**config.mk**
```make
export PLATFORM = sky130hd
export DESIGN_NAME = mem_line_arbiter
export DESIGN_NICKNAME = d
export VERILOG_FILES = /design/src/rtl/mem_line_arbiter.sv
export SDC_FILE = /design/constraint.sdc
export NUM_CORES = 1
export LEC_CHECK = 0
export ABC_AREA = 1
export ABC_CLOCK_PERIOD_IN_PS = 2400
export BUFFER_PORTS_ARGS = -buffer_cell sky130_fd_sc_hd__buf_2
export CORE_MARGIN = 3
export CORE_UTILIZATION = 48
export CTS_CLUSTER_DIAMETER = 50
export CTS_CLUSTER_SIZE = 10
export DETAILED_ROUTE_END_ITERATION = 16
export GPL_TIMING_DRIVEN = 0
export PLACE_DENSITY = 0.8
export SETUP_SLACK_MARGIN = 0.02
export SYNTH_ARGS = -nofsm -noshare
export SYNTH_HDL_FRONTEND = slang
export SYNTH_SLANG_ARGS = --single-unit
export TNS_END_PERCENT = 5
```
**constraint.sdc**
```tcl
create_clock -name clk -period 2.4 [get_ports clk]
set_input_delay 0.48 -clock clk [delete_from_list [all_inputs] [get_ports clk]]
set_output_delay 0.48 -clock clk [all_outputs]
set_load 0.02 [all_outputs]
```
**src/rtl/mem_line_arbiter.sv**
```systemverilog
// Round-robin arbiter sequencing whole-line READ_LINE/WRITE_LINE transactions from two cache
// requesters onto one beat-wide memory bus. Optional WAIT_RSP watchdog under MEM_ARB_TIMEOUT_EN.
module mem_line_arbiter #(
    parameter int ADDR_W         = 15,
    parameter int DATA_W         = 16,
    parameter int BEATS          = 8,
    parameter int TIMEOUT_CYCLES = 256
) (
    input  logic                    clk,
    input  logic                    RESET_N,
    input  logic [1:0]              req,
    input  logic [1:0]              req_wr,
    input  logic [ADDR_W-1:0]       req_addr0,
    input  logic [ADDR_W-1:0]       req_addr1,
    input  logic [BEATS*DATA_W-1:0] req_wline0,
    input  logic [BEATS*DATA_W-1:0] req_wline1,
    output logic [1:0]              gnt,
    output logic [1:0]              done,
    output logic [BEATS*DATA_W-1:0] rline,
    output logic [1:0]              err,
    output logic                    busy,
    output logic [1:0]              mem_cmd,
    output logic [ADDR_W-1:0]       mem_addr,
    output logic [DATA_W-1:0]       mem_wdata,
    input  logic [1:0]              mem_rsp,
    input  logic [DATA_W-1:0]       mem_rdata
);
    localparam int LINE_W = BEATS * DATA_W;
    localparam int BCW    = $clog2(BEATS);
    localparam logic [1:0]     CMD_NOP   = 2'd0;
    localparam logic [1:0]     CMD_RD    = 2'd2;
    localparam logic [1:0]     CMD_WR    = 2'd3;
    localparam logic [1:0]     RSP_OK    = 2'd1;
    localparam logic [BCW-1:0] LAST_BEAT = BCW'(BEATS - 1);

    typedef enum logic [2:0] {S_IDLE, S_ISSUE, S_WR_BEAT, S_WAIT_RSP, S_RD_BEAT, S_DONE} state_t;

    state_t            state_q, state_n;
    logic              gsel, op_wr, rr_last, grant_idx, rsp_ok, timeout;
    logic [ADDR_W-1:0] addr_q;
    logic [LINE_W-1:0] line_q;
    logic [BCW-1:0]    beat_cnt;

    // Both requesting: the one not served last wins.
    assign grant_idx = (req == 2'b11) ? ~rr_last : req[1];
    assign rsp_ok    = (mem_rsp == RSP_OK);
    assign busy      = (state_q != S_IDLE);
    assign err       = timeout ? (2'b01 << gsel) : 2'b00;

`ifdef MEM_ARB_TIMEOUT_EN
    logic [15:0] wd_cnt;

    assign timeout = (state_q == S_WAIT_RSP) && !rsp_ok && (wd_cnt == 16'(TIMEOUT_CYCLES));

    always_ff @(posedge clk or negedge RESET_N) begin
        if (!RESET_N)                   wd_cnt <= '0;
        else if (state_q != S_WAIT_RSP) wd_cnt <= '0;
        else                            wd_cnt <= wd_cnt + 16'd1;
    end
`else
    // No watchdog: constant false.
    assign timeout = (TIMEOUT_CYCLES < 0);
`endif

    always_comb begin
        state_n   = state_q;
        mem_cmd   = CMD_NOP;
        mem_addr  = '0;
        mem_wdata = '0;
        done      = 2'b00;
        case (state_q)
            S_IDLE: if (req != 2'b00) state_n = S_ISSUE;
            S_ISSUE: begin
                mem_cmd  = op_wr ? CMD_WR : CMD_RD;
                mem_addr = addr_q;
                if (op_wr) begin
                    mem_wdata = line_q[DATA_W-1:0];
                    state_n   = S_WR_BEAT;
                end else begin
                    state_n = S_WAIT_RSP;
                end
            end
            S_WR_BEAT: begin
                mem_cmd   = CMD_WR;
                mem_addr  = addr_q;
                mem_wdata = line_q[beat_cnt*DATA_W +: DATA_W];
                if (beat_cnt == LAST_BEAT) state_n = S_WAIT_RSP;
            end
            S_WAIT_RSP: begin
                if (rsp_ok)       state_n = op_wr ? S_DONE : S_RD_BEAT;
                else if (timeout) state_n = S_IDLE;
            end
            // The beat count, not mem_rsp, decides when the burst ends.
            S_RD_BEAT: if (beat_cnt == LAST_BEAT) state_n = S_DONE;
            S_DONE: begin
                done    = 2'b01 << gsel;
                state_n = S_IDLE;
            end
            default: state_n = S_IDLE;
        endcase
    end

    always_ff @(posedge clk or negedge RESET_N) begin
        if (!RESET_N) begin
            state_q  <= S_IDLE;
            gsel     <= 1'b0;
            op_wr    <= 1'b0;
            addr_q   <= '0;
            line_q   <= '0;
            beat_cnt <= '0;
            rline    <= '0;
            rr_last  <= 1'b1;
            gnt      <= 2'b00;
        end else begin
            state_q <= state_n;
            case (state_q)
                S_IDLE: if (req != 2'b00) begin
                    gsel     <= grant_idx;
                    op_wr    <= req_wr[grant_idx];
                    addr_q   <= grant_idx ? req_addr1 : req_addr0;
                    line_q   <= grant_idx ? req_wline1 : req_wline0;
                    beat_cnt <= '0;
                    gnt      <= 2'b01 << grant_idx;
                end
                S_ISSUE:   beat_cnt <= op_wr ? BCW'(1) : '0;
                S_WR_BEAT: beat_cnt <= beat_cnt + BCW'(1);
                S_WAIT_RSP: begin
                    if (rsp_ok && !op_wr) begin
                        line_q[DATA_W-1:0] <= mem_rdata;
                        beat_cnt           <= BCW'(1);
                    end else if (timeout) begin
                        gnt     <= 2'b00;
                        rr_last <= gsel;
                    end
                end
                S_RD_BEAT: begin
                    line_q[beat_cnt*DATA_W +: DATA_W] <= mem_rdata;
                    beat_cnt                          <= beat_cnt + BCW'(1);
                    if (beat_cnt == LAST_BEAT)
                        rline <= {mem_rdata, line_q[LINE_W-DATA_W-1:0]};
                end
                S_DONE: begin
                    gnt     <= 2'b00;
                    rr_last <= gsel;
                end
                default: ;
            endcase
        end
    end
endmodule

```
## Word level (Yosys, flattened, before mapping)

Cells that the tools add are included.

- Flip-flop bits (word level): 282
- Bits in latches: 0
- Memory bits (writable): 0
- Memory bits (read-only): 0
- Input port bits: 310
- Output and inout port bits: 168
- Memories kept: 0

- $add $sub $neg: 2
- Multiply operators: 0
- Div/mod/pow operators: 0
- Magnitude comparators: 1
- Eq/ne operators: 13
- Shifts and indexed selects: 5
- Muxes and demuxes: 29
- Bitwise logic cells: 1
- Reductions and logical operators: 18

Operators with widths:

| operator | number |
|---|---|
| two-way mux 128 bit | 2 |
| case mux 112 bit (2 select lines) | 1 |
| bitwise mux 128 bit | 1 |
| variable shift 16 x 34 -> 128 bit, first input constant | 1 |
| variable part select 128 x 8 -> 16 bit | 1 |
| variable part select 16 x 34 -> 128 bit | 1 |
| case mux 16 bit (3 select lines) | 1 |
| negator 7 -> 34 bit | 1 |
| two-way mux 16 bit | 2 |
| case mux 16 bit (2 select lines) | 1 |
| two-way mux 15 bit | 2 |
| two-way mux 3 bit | 6 |
| case mux 3 bit (5 select lines) | 1 |
| case mux 3 bit (4 select lines) | 1 |
| inequality test 2 bit, second input constant | 5 |
| equality test 3 bit, second input constant | 3 |
| case mux 2 bit (2 select lines) | 2 |
| AND reduction 2 bit | 4 |
| two-way mux 1 bit | 7 |
| equality test 3 x 2 -> 1 bit, second input constant | 2 |
| AND reduction 3 bit | 2 |
| nonzero test 2 bit | 3 |
| nonzero test 3 bit | 2 |
| two-way mux 2 bit | 2 |
| 13 further kinds | 15 |

## Longest topological paths before layout

- Word-level depth: 5
- Gate-level depth with buffers: 16
- Mapped depth without buffers: 12

## Worst setup path before layout

OpenSTA, ideal clock, no wires.

- Path type: reg2reg
- Start point: register beat_cnt[0]
- End point: register line_q[4]
- Setup time: 0.065 ns
- Arrival time: 2.482 ns
- Slack: -0.147 ns
- Stages on the path, launching flop included: 17
- Path through: dfrtp_1 inv_2 buf_2 buf_1 ha_1 ha_1 buf_2 nor2_1 nand2_1 nor2_1 nand2_1 nand2_1 buf_2 nand2_1 nand2_1 nand2_1 nand2_1

- Longest elaborated chain between the ends: 4

RTL lines:

| item | line | text |
|---|---|---|
| from (decl) | 42 | `logic [BCW-1:0] beat_cnt;` |
| from (signal assigned) | 125 | `S_ISSUE: beat_cnt <= op_wr ? BCW'(1) : '0;` |
| from (signal assigned) | 126 | `S_WR_BEAT: beat_cnt <= beat_cnt + BCW'(1);` |
| from (signal assigned) | 138 | `beat_cnt <= beat_cnt + BCW'(1);` |
| negator 7 -> 34 bit * | 137 | `line_q[beat_cnt*DATA_W +: DATA_W] <= mem_rdata;` |
| variable part select 16 x 34 -> 128 bit / variable shift 16 x 34 -> 128 bit (equally long branches) | 137 |  |
| bitwise mux 128 bit * | 137 |  |
| case mux 16 bit (3 select lines) * | 116 | `case (state_q)` |
| to (signal assigned) | 121 | `line_q <= grant_idx ? req_wline1 : req_wline0;` |
| to (signal, indexed assignment) | 129 | `line_q[DATA_W-1:0] <= mem_rdata;` |
| to (signal, indexed assignment) | 137 |  |
| to (decl) | 41 | `logic [LINE_W-1:0] line_q;` |

Every way passes the cells marked *; elsewhere a longest branch is shown, timed or not.
A chain may end at the register's enable or synchronous reset.

## Worst setup path in the final report

- Start point: register beat_cnt[0]
- End point: output mem_wdata[8]

- Longest elaborated chain between the ends: 2

RTL lines:

| item | line | text |
|---|---|---|
| variable part select 128 x 8 -> 16 bit | 86 | `mem_wdata = line_q[beat_cnt*DATA_W +: DATA_W];` |
| case mux 16 bit (2 select lines) | 71 | `case (state_q)` |
| to (decl) | 24 | `output logic [DATA_W-1:0] mem_wdata,` |

Every way passes these cells.

==> results.toml <==
[routing]
drtAntennaViolNets = 0
viasPerCell = 5.73
drtPass1Iterations = 5
dr_total_vias = 18200
totalWireLength_mm = 73.9
drc_errors = 0
wl_per_cell_um = 23.2
drt_iter0_markers = 2037

[cells_and_area]
syn2layout_area_growth_pct = 30.7
fin_cells = 3185
layout-drive-gt1-share = 0.305
final_util = 0.644
final_nets = 3038
fillerInstances = 3069
n_antenna_cell = 0

[timing]
hold_viol_final = 0
timing.hold.ws_ps = 221
finalMaxSlewViolations = 0
final.setup_skew_ps = 22.4
setup_viol = 48
fin_crit_ps = 2720
fin_crit_sh = 1.13
max-slew-margin-rel = 0.526
fmax_mhz = 368
rsz0062_at_grt = "true"
fin_ws_ps = -320
tightest_slew_ps = 712

[logic_synthesis]
synth_top_area_frac = 0.434
synth_warnings = 0
ys_seq_elements = 282
synth_cell_types = 36
syn-instance-count = 2190
synth.avg_cell_area_sq_um = 7.40
synth_area_sq_um = 16200
yosys.cell_count.top_type = "nand2_1"
ys.flop_type = "dfrtp_1"
ys_seq_area_frac = 0.436
synth_edf_count = 0
synth.top_cells.by_area = "dfrtp_1 43%, nand2_1 17%, o211ai_1 7.3%"
async_flop_share = 1.00
yosys-top-cells-count = "741 x nand2_1, 281 x dfrtp_1, 229 x inv_1, 157 x o211ai_1, 131 x o21ai_0"
synth_top_area_cell = "dfrtp_1"

[placement]
io_buffer_count = 475
hpwl_mm = 59.9
place_ws_ps = -680
gp_congestion = 1.06
place_inst = 3110

[critical_path]
crit_arrival_ps = 2240
required_ps = 1920
critical_path_class = "reg -> out"
crit_fanout = 8
cp-end-kind = "output pin"
ff2ff_setup_slack_ps = -100
worstSetupStartpointType = "flop"

[cts]
numCtsBuffers = 40
cts_max_level = 2
clk_pin_slew_ps = 50
cts-root-buf = "clkbuf_16"
clockBufferDepth = 3
numClockSinks = 282
cts_tree = "yes"
worstSkewPairLatency_ps = 530

[die]
start_util = 0.493
dieArea_sq_um = 36000
rows = 66
chipWidth_um = 190
coreArea_sq_um = 32900
fp.dieH_um = 190
io_pins = 478

[global_routing]
first_global_vias = 17000
grt_max_degree = 126
grt_pass1_wl_mm = 106
antenna_found_initial = 3
grt_remaining_overflow = 0
grt_usage = 0.397

[outcome]
outcome = "finished, violations left"
violations = "negative setup slack"

[flow_run]
drv_cap = 0

[pwr]
power_density_nw_per_um2 = 1230
swShare = 0.475
power.leakage_nw = 11.3
sequentialPowerShare = 0.287
p_clk_frac = 0.213
peakVddDrop_mv = 0.935
switchingPower_w = 0.0124
pwr-share-comb = 0.499
fin_total_pwr_w = 0.0261
cell_internal_pwr_w = 0.0137

[worst_hold_path]
hold_class = "in -> reg"
==> final timing paths <==
| kind | start | end | cells past startpoint |
|---|---|---|---|
| setup / recovery | beat_cnt[0] | mem_wdata[8] | 7 |
| hold / removal | req_addr1[11] | addr_q[11] | 3 |
| setup reg to reg | beat_cnt[0] | line_q[29] | 11 |
| hold reg to reg | line_q[92] | line_q[92] | 2 |
| max in group asynchronous | RESET_N | rline[43] | 4 |
| min in group asynchronous | RESET_N | addr_q[10] | 2 |
==> area by class of cell <==
cell class / instances / area, sq um / area share
multi-input cells: 1520 / 7830 / 0.370
clock buffers: 51 / 1120 / 0.0531
clock inverters: 11 / 111 / 0.00526
plain buffers: 149 / 968 / 0.0457
repair buffers: 491 / 2610 / 0.123
inverters: 239 / 915 / 0.0432
flip-flops and latches: 282 / 7060 / 0.334
well taps: 442 / 553 / 0.0261
==> power groups by stage <==
stage               logic (W)  registers, W  clock network [W]
floorplan             0.00751       0.00682                  0
global placement       0.0113       0.00744                  0
detailed placement     0.0114       0.00747                  0
CTS                    0.0122       0.00742            0.00557
global route           0.0140       0.00757            0.00580
finish                 0.0130       0.00750            0.00557
==> routing by layer <==
metal	wire length, um	vias to the layer above	share of wire	track usage
li1	-	8221	-	-
met1	29700	8721	0.40	0.547
met2	33500	1128	0.45	0.628
met3	7810	171	0.11	0.0890
met4	2850	2	0.039	0.127
met5	9	-	0.00012	0
==> kinds of logic (layout without fill, tap and decap cells) <==
family | count (synthesis) | in the layout | share of synthesized area
other cells | 1 | 2 | 0.000231
buf+inv | 389 | 941 | 0.102
mux | 35 | 35 | 0.0243
flops | 282 | 282 | 0.436
compound gates | 449 | 449 | 0.170
simple gates | 1029 | 1029 | 0.264
fa+ha+maj | 5 | 5 | 0.00386
==> registers in the layout, summed over array words and instances, names as in the netlist <==
register and flops:
rr_last 1, gnt 2, op_wr 1, beat_cnt 3, rline 128, addr_q 15
gsel 1, line_q 128, state_q 3
==> worst max-delay path, stage by stage, from the launching register on <==
cell,delay [ps]
dfrtp_2,420
inv_4,80
buf_8,140
o211ai_1,530
nand3_1,150
nand3_1,100
o21ai_0,120
buf_2,190
==> metrics by stage <==
step,area (sq um),TNS (ps)
floorplan,16200,-247
global placement,19100,-1235950
detailed placement,19200,-56010
CTS,20900,-9900
global route,21200,-11200
finish,21200,-4000
==> placed cells by master, fill, tap and decap left out, types with 9 or more instances in the layout <==
cell type / Yosys / layout
nand2_1: 741 / 730
buf_2: 56 / 508
dfrtp_1: 281 / 276
inv_1: 229 / 225
o211ai_1: 157 / 157
o21ai_0: 131 / 109
o21ai_1: 100 / 109
nand3_1: 102 / 94
nor2_1: 82 / 77
clkbuf_16: 0 / 42
buf_4: 14 / 36
clkbuf_1: 56 / 36
nand4_1: 36 / 36
mux2_2: 34 / 34
or2_2: 31 / 31
buf_6: 8 / 24
a21oi_1: 36 / 23
o22ai_1: 16 / 16
nand2_2: 7 / 15
o21ai_2: 1 / 13
clkbuf_2: 0 / 12
nor3_2: 0 / 11
clkbuf_4: 0 / 9
a21oi_2: 0 / 9
nand3_2: 2 / 9
==> what timing repair did <==
action,4_1_cts,5_1_grt
resized for setup,130,106
setup endpoints to repair,162,155
endpoints found under the hold margin,61,0
hold buffers,1,0
buffers inserted,9,3
gates cloned,0,1
pin swaps,12,16
Note: power is estimated with default switching activity, not from simulation.
